## src/rtl/axi2mem_pkg.sv

```systemverilog
// Shared encodings and types for the axi2mem bridge.
package axi2mem_pkg;

  localparam logic [1:0] BURST_FIXED = 2'b00;
  localparam logic [1:0] BURST_INCR  = 2'b01;
  localparam logic [1:0] BURST_WRAP  = 2'b10;

  localparam logic [1:0] RESP_OKAY   = 2'b00;
  localparam logic [1:0] RESP_SLVERR = 2'b10;

  typedef enum logic [1:0] {
    IDLE  = 2'd0,
    BURST = 2'd1,
    RESP  = 2'd2
  } wr_state_t;

  function automatic logic wrap_len_ok(input logic [7:0] len);
    return (len == 8'd1) || (len == 8'd3) ||
           (len == 8'd7) || (len == 8'd15);
  endfunction

endpackage

```

## src/rtl/axi2mem_burst_addr_gen.sv

```systemverilog
// Combinational next-beat byte address for AXI bursts.
// Reserved encodings and illegal WRAP lengths step as INCR.
module axi2mem_burst_addr_gen
  import axi2mem_pkg::*;
#(
  parameter int ADDR_WIDTH = 32
) (
  input  logic [ADDR_WIDTH-1:0] i_addr,
  input  logic [7:0]            i_len,
  input  logic [2:0]            i_size,
  input  logic [1:0]            i_burst,
  output logic [ADDR_WIDTH-1:0] o_next_addr
);

  logic [ADDR_WIDTH-1:0] w_step;
  logic [ADDR_WIDTH-1:0] w_mask;
  logic [ADDR_WIDTH-1:0] w_incr;
  logic                  w_wrap;

  assign w_step = ADDR_WIDTH'(1) << i_size;
  assign w_mask = ((ADDR_WIDTH'(i_len) + ADDR_WIDTH'(1)) << i_size)
                  - ADDR_WIDTH'(1);
  assign w_incr = i_addr + w_step;
  assign w_wrap = (i_burst == BURST_WRAP) && wrap_len_ok(i_len);

  always_comb begin
    o_next_addr = w_incr;
    if (i_burst == BURST_FIXED) begin
      o_next_addr = i_addr;
    end else if (w_wrap) begin
      o_next_addr = (i_addr & ~w_mask) | (w_incr & w_mask);
    end
  end

endmodule

```

## src/rtl/axi2mem_wr_ctrl.sv

```systemverilog
// AXI write-channel sequencer: one AW burst at a time,
// one memory write per W beat, one B per burst.
module axi2mem_wr_ctrl
  import axi2mem_pkg::*;
#(
  parameter int ID_WIDTH   = 4,
  parameter int ADDR_WIDTH = 32,
  parameter int USER_WIDTH = 6,
  parameter int DATA_WIDTH = 64
) (
  input  logic                    clk_i,
  input  logic                    rst_ni,
  input  logic                    aw_valid_i,
  input  logic [ADDR_WIDTH-1:0]   aw_addr_i,
  input  logic [7:0]              aw_len_i,
  input  logic [2:0]              aw_size_i,
  input  logic [1:0]              aw_burst_i,
  input  logic [ID_WIDTH-1:0]     aw_id_i,
  input  logic [USER_WIDTH-1:0]   aw_user_i,
  output logic                    aw_ready_o,
  input  logic                    w_valid_i,
  input  logic [DATA_WIDTH-1:0]   w_data_i,
  input  logic [DATA_WIDTH/8-1:0] w_strb_i,
  input  logic                    w_last_i,
  output logic                    w_ready_o,
  output logic                    mem_req_o,
  output logic [ADDR_WIDTH-1:0]   mem_add_o,
  output logic                    mem_we_o,
  output logic [DATA_WIDTH-1:0]   mem_wdata_o,
  output logic [DATA_WIDTH/8-1:0] mem_be_o,
  input  logic                    mem_gnt_i,
  output logic                    b_valid_o,
  output logic [1:0]              b_resp_o,
  output logic [ID_WIDTH-1:0]     b_id_o,
  output logic [USER_WIDTH-1:0]   b_user_o,
  input  logic                    b_ready_i
);

  localparam logic [2:0] SIZE_MAX = 3'($clog2(DATA_WIDTH/8));

  wr_state_t             r_state;
  logic [ADDR_WIDTH-1:0] r_addr;
  logic [7:0]            r_len;
  logic [2:0]            r_size;
  logic [1:0]            r_burst;
  logic [ID_WIDTH-1:0]   r_id;
  logic [USER_WIDTH-1:0] r_user;
  logic [7:0]            r_cnt;
  logic                  r_err;
  logic [1:0]            r_resp;

  logic [ADDR_WIDTH-1:0] w_next_addr;
  logic                  w_in_burst;
  logic                  w_fire;
  logic                  w_last_beat;
  logic                  w_last_mis;
  logic                  w_cfg_err;

  axi2mem_burst_addr_gen #(
    .ADDR_WIDTH (ADDR_WIDTH)
  ) u_addr_gen (
    .i_addr      (r_addr),
    .i_len       (r_len),
    .i_size      (r_size),
    .i_burst     (r_burst),
    .o_next_addr (w_next_addr)
  );

  assign w_in_burst  = (r_state == BURST);
  assign w_fire      = w_in_burst & w_valid_i & mem_gnt_i;
  assign w_last_beat = (r_cnt == r_len);
  assign w_last_mis  = (w_last_i != w_last_beat);
  assign w_cfg_err   = (r_burst == 2'b11) ||
                       ((r_burst == BURST_WRAP) && !wrap_len_ok(r_len)) ||
                       (r_size > SIZE_MAX);

  assign aw_ready_o  = (r_state == IDLE);
  assign mem_req_o   = w_in_burst & w_valid_i;
  assign w_ready_o   = w_in_burst & mem_gnt_i;
  assign mem_we_o    = mem_req_o;
  assign mem_add_o   = r_addr;
  assign mem_wdata_o = w_data_i;
  assign mem_be_o    = w_strb_i;
  assign b_valid_o   = (r_state == RESP);
  assign b_resp_o    = r_resp;
  assign b_id_o      = r_id;
  assign b_user_o    = r_user;

  always_ff @(posedge clk_i or negedge rst_ni) begin
    if (!rst_ni) begin
      r_state <= IDLE;
      r_addr  <= '0;
      r_len   <= '0;
      r_size  <= '0;
      r_burst <= '0;
      r_id    <= '0;
      r_user  <= '0;
      r_cnt   <= '0;
      r_err   <= 1'b0;
      r_resp  <= RESP_OKAY;
    end else begin
      unique case (r_state)
        IDLE: begin
          if (aw_valid_i) begin
            r_addr  <= aw_addr_i;
            r_len   <= aw_len_i;
            r_size  <= aw_size_i;
            r_burst <= aw_burst_i;
            r_id    <= aw_id_i;
            r_user  <= aw_user_i;
            r_cnt   <= '0;
            r_err   <= 1'b0;
            r_state <= BURST;
          end
        end
        BURST: begin
          if (w_fire) begin
            r_cnt  <= r_cnt + 8'd1;
            r_addr <= w_next_addr;
            if (w_last_mis) r_err <= 1'b1;
            // final beat's own mismatch must reach this response
            if (w_last_beat) begin
              r_resp  <= (r_err | w_last_mis | w_cfg_err) ?
                         RESP_SLVERR : RESP_OKAY;
              r_state <= RESP;
            end
          end
        end
        RESP: begin
          if (b_ready_i) r_state <= IDLE;
        end
        default: r_state <= IDLE;
      endcase
    end
  end

endmodule
```

## config.mk

```make
export PLATFORM = sky130hd
export DESIGN_NAME = axi2mem_wr_ctrl
export DESIGN_NICKNAME = d
export VERILOG_FILES = /design/src/rtl/axi2mem_pkg.sv /design/src/rtl/axi2mem_burst_addr_gen.sv /design/src/rtl/axi2mem_wr_ctrl.sv
export SDC_FILE = /design/constraint.sdc
export NUM_CORES = 1
export LEC_CHECK = 0
export ABC_AREA = 1
export BUFFER_PORTS_ARGS = -buffer_cell sky130_fd_sc_hd__clkbuf_2
export CORE_MARGIN = 4
export CORE_UTILIZATION = 45
export CTS_BUF_LIST = sky130_fd_sc_hd__clkbuf_8
export DETAILED_ROUTE_END_ITERATION = 6
export PLACE_DENSITY = 0.76
export SLEW_MARGIN = 40
export SYNTH_ARGS = -nofsm -noshare
export SYNTH_HDL_FRONTEND = slang
export SYNTH_SLANG_ARGS = --single-unit
export TNS_END_PERCENT = 10
```

## constraint.sdc

```tcl
create_clock -name clk_i -period 7.7 [get_ports clk_i]
set_input_delay 1.54 -clock clk_i [delete_from_list [all_inputs] [get_ports clk_i]]
set_output_delay 1.54 -clock clk_i [all_outputs]
set_load 0.02 [all_outputs]
```

==> key figures <==
GRT
  • Total global-route track usage: 20.77%
  • GRT overflow: 0
  • Largest net degree at the start of global routing: 68
  • Via count of the first global-routing pass: 5304
  • Initial antenna violation count: 0
  • Wire length of the first global-routing pass: 25240 um

Timing
  • Worst setup skew after layout: about 0.010 ns
  • Pins over their slew limit: 0
  • Final Hold Fails: 0
  • Worst slew pin tran: ~0.65 ns
  • Total Neg Setup Slack: 0 ns
  • Setup Viol. Count Final: 0
  • Shortest period the worst path allows: 3.615 ns
  • Peak clock frequency supported by timing: between 200 and 300 MHz
  • Final clock period utilization by the worst path: 46.95%
  • Unrepaired setup endpoints after global routing: false
  • Worst relative slew slack: 56.78%
  • Final WS setup: ~4.1 ns

Cells and area
  • Final cell utilization of the core: 49.28%
  • Fin nets: 1075
  • Fraction of final layout cells sized beyond drive strength 1: 20.06%
  • Syn-to-layout area delta: 6.143%
  • Post-layout instance area: 0.006270 mm^2
  • Final antenna diode count: 0

Pwr
  • Switching component of the power: roughly 1.4 mW
  • Worst voltage drop across the vdd grid: 0.1657 mV
  • Flop pwr share: 28.0%
  • Switching fraction of total power: 53.37%
  • P_leak: 3.306 nW
  • Internal power component: 1.189 mW
  • Clock group share of total power: 14.0%
  • Power per Cell Area: between 400 and 500 mW/mm^2
  • Portion of total power attributed to combinational logic: ~58%

Place
  • Final GP Congestion: approximately 0.96
  • Cell area reported after detailed placement: between 0.006 and 0.007 mm^2
  • HPWL reported at the end of detailed placement: 11460 um
  • Port-buffer cells: 109
  • Post-Place Worst Slack: 4.175 ns

Routing
  • Initial drt markers: 348
  • DRC: 0
  • Routed wire per std cell: 13.86 um
  • Per-cell via count in the routed design: between 5 and 6
  • Length of the first detailed-routing pass in iterations: 6
  • Total Wirelength: 15300 um
  • Total vias in the final route: approximately 5700
  • Antenna-violating nets left: 0

Clocking
  • Inserted Clock Buffers: 9
  • Clock tree root driver cell: sky130_fd_sc_hd__clkbuf_8
  • CTS sink cnt: 67
  • Clock edge transition at the registers on the reported setup and hold paths: roughly 0.080 ns
  • CTS tree: built
  • Clock insertion delay at the later pin of the skew report: 0.37 ns
  • Cts hold-fix bufs: 0
  • Depth of the CTS H-tree: 3
  • Maximum buffer depth of the clock tree: 2
  • Buffer count from post-CTS setup fixing: 0
  • Number of cells upsized or downsized after cts: 0

Yosys
  • Count of synthesis-stage warnings from yosys: 0
  • Most common cell in the netlist: sky130_fd_sc_hd__nand2_1
  • Post-synthesis async set-or-reset flop share: 100.0%
  • Post-Syn Area: 0.005907 mm^2
  • Register bit count reported by yosys: 67
  • Top flip-flop cell by instance count after synthesis: sky130_fd_sc_hd__dfrtp_1
  • Synth top area cells: sky130_fd_sc_hd__dfrtp_1, sky130_fd_sc_hd__nand2_1, sky130_fd_sc_hd__buf_4, sky130_fd_sc_hd__nand3_1, sky130_fd_sc_hd__inv_1
  • Cells after synthesis: around 900
  • Count of flip-flops with a built-in enable after synthesis: 0
  • Proportion of synthesized chip area in sequential cells: 28.38%
  • Share of Yosys cell area claimed by the top area cell type: 28.38%
  • Synthesized netlist net count: roughly 1000
  • Cell accounting for the most synthesized area: sky130_fd_sc_hd__dfrtp_1
  • Mean cell area of the mapped netlist: ~6.6 um^2
  • Count of different cell masters after synthesis: 44
  • Most used standard cells in the synthesized netlist: sky130_fd_sc_hd__nand2_1, sky130_fd_sc_hd__buf_4, sky130_fd_sc_hd__dfrtp_1, sky130_fd_sc_hd__inv_1, sky130_fd_sc_hd__nand3_1

Setup path
  • Capture point of the worst path: mem_req_o
  • Category of the most critical setup path: flip-flop to output pin
  • Ordered cell list for the critical path: inv_1 > nor2_4 > inv_4 > nor2_1 > clkbuf_2
  • Startpoint types: flip-flop
  • Largest stage delay on the critical path: 0.43 ns
  • Slowest cell on crit path: sky130_fd_sc_hd__dfrtp_1
  • R2r setup slk: 4.24 ns
  • Worst setup path startpoint: r_state[0]$_DFFE_PN0P_
  • Sort of element at the end of the critical path: output pin
  • RR Startpoint: r_size[1]$_DFFE_PN0P_
  • Required time of the critical path: 6.16 ns
  • Highest net fanout along the worst path: 50
  • Depth of the worst register-to-register path: 17
  • Arrival time of the worst setup path: 2.08 ns

Status
  • Status: finished clean

Floorplan
  • Die span in y: around 120 um
  • Core footprint: 0.01272 mm^2
  • FP Rows: 41
  • Initial core utilization: 46.43%
  • Horizontal die dimension: 122.6 um
  • Count of pins on the block boundary: 255
  • Floorplan die area: 0.01502 mm^2

Job
  • Total of max-cap violations: 0

Min path
  • Type of the most critical hold path: flip-flop to flip-flop
-- through the flow --
stage	power [mW]	instances	hold WS [ns]
finish	2.549	1104	0.4818
floorplan	1.854	901	0.4633
global route	2.784	1104	0.5099
global placement	2.165	1088	0.4643
CTS	2.547	1104	0.4858
detailed placement	2.184	1088	0.4641
-- cell type report --
type | instances | area, um^2
fillers | 1347 | 6452
multi-input cells | 658 | 3277
flip-flops and latches | 67 | 1677
repair buffers | 111 | 564.3
inverters | 80 | 304.0
well taps | 172 | 215.2
clock buffers | 10 | 137.6
clock inverters | 6 | 95.09
-- kinds of logic (layout without fill, tap and decap cells) --
logic type	after synthesis	in the layout	share of synthesized area [%]
other cells	1	1	0.06348
fa+ha+maj	14	14	3.093
simple gates	527	527	40.10
flops	67	67	28.38
compound gates	95	95	8.854
xor+xnor	16	16	2.372
mux	5	5	0.8896
buf+inv	176	207	16.25
-- worst min path at each step --
stage / from / endpoint / slack (ns) / depth (start not counted)
after detailed placement: b_id_o[2]$_DFFE_PN0P_ / b_id_o[2]$_DFFE_PN0P_ / 0.46 / 2
after floorplan: r_err$_DFFE_PN0P_ / r_err$_DFFE_PN0P_ / 0.46 / 2
after CTS: b_id_o[2]$_DFFE_PN0P_ / b_id_o[2]$_DFFE_PN0P_ / 0.49 / 2
after global routing: b_user_o[5]$_DFFE_PN0P_ / b_user_o[5]$_DFFE_PN0P_ / 0.51 / 2
after global placement: b_id_o[3]$_DFFE_PN0P_ / b_id_o[3]$_DFFE_PN0P_ / 0.46 / 2
final: b_user_o[3]$_DFFE_PN0P_ / b_user_o[3]$_DFFE_PN0P_ / 0.48 / 2
-- metal layers --
metal / wire, um / vias to the layer above / global-route usage, %
met3: 878 / 24 / 2.995
met2: 7140 / 177 / 33.70
met5: 0 / - / 0
li1: - / 2895 / -
met1: 6964 / 2588 / 28.15
met4: 317 / 0 / 7.768
-- worst max-delay path, delay by kind of cell (launching register included) --
family / cells / cell delay (ns)
AND/OR/NAND/NOR: 2 / 0.62
flip-flops: 1 / 0.43
buffers and inverters: 3 / 0.64
-- cell usage in the layout, fill, tap and decap left out, drive strengths merged, types with 2 or more instances in the layout --
| cell | n |
|---|---|
| buf | 3 |
| nand2 | 334 |
| a21boi | 4 |
| mux2 | 2 |
| o21a | 2 |
| ha | 13 |
| nor2 | 64 |
| a31oi | 4 |
| clkinv | 4 |
| o21ai | 45 |
| bufinv | 2 |
| a21oi | 30 |
| inv | 80 |
| nor3 | 15 |
| nand3 | 83 |
| xnor2 | 7 |
| dfrtp | 67 |
| nor4 | 5 |
| nor3b | 2 |
| xor2 | 9 |
| nand4 | 18 |
| o31ai | 4 |
| clkbuf | 118 |
| a21o | 3 |
| mux2i | 3 |
| or2 | 5 |
-- power groups by stage --
| stage | clock (mW) | sequential, mW | combinational (mW) |
|---|---|---|---|
| after detailed placement | 0 | 0.716 | 1.47 |
| after global routing | 0.375 | 0.738 | 1.67 |
| after CTS | 0.361 | 0.710 | 1.48 |
| final | 0.358 | 0.715 | 1.48 |
| after global placement | 0 | 0.714 | 1.45 |
| after floorplan | 0 | 0.750 | 1.10 |
Power figures use the tool's default switching activity.
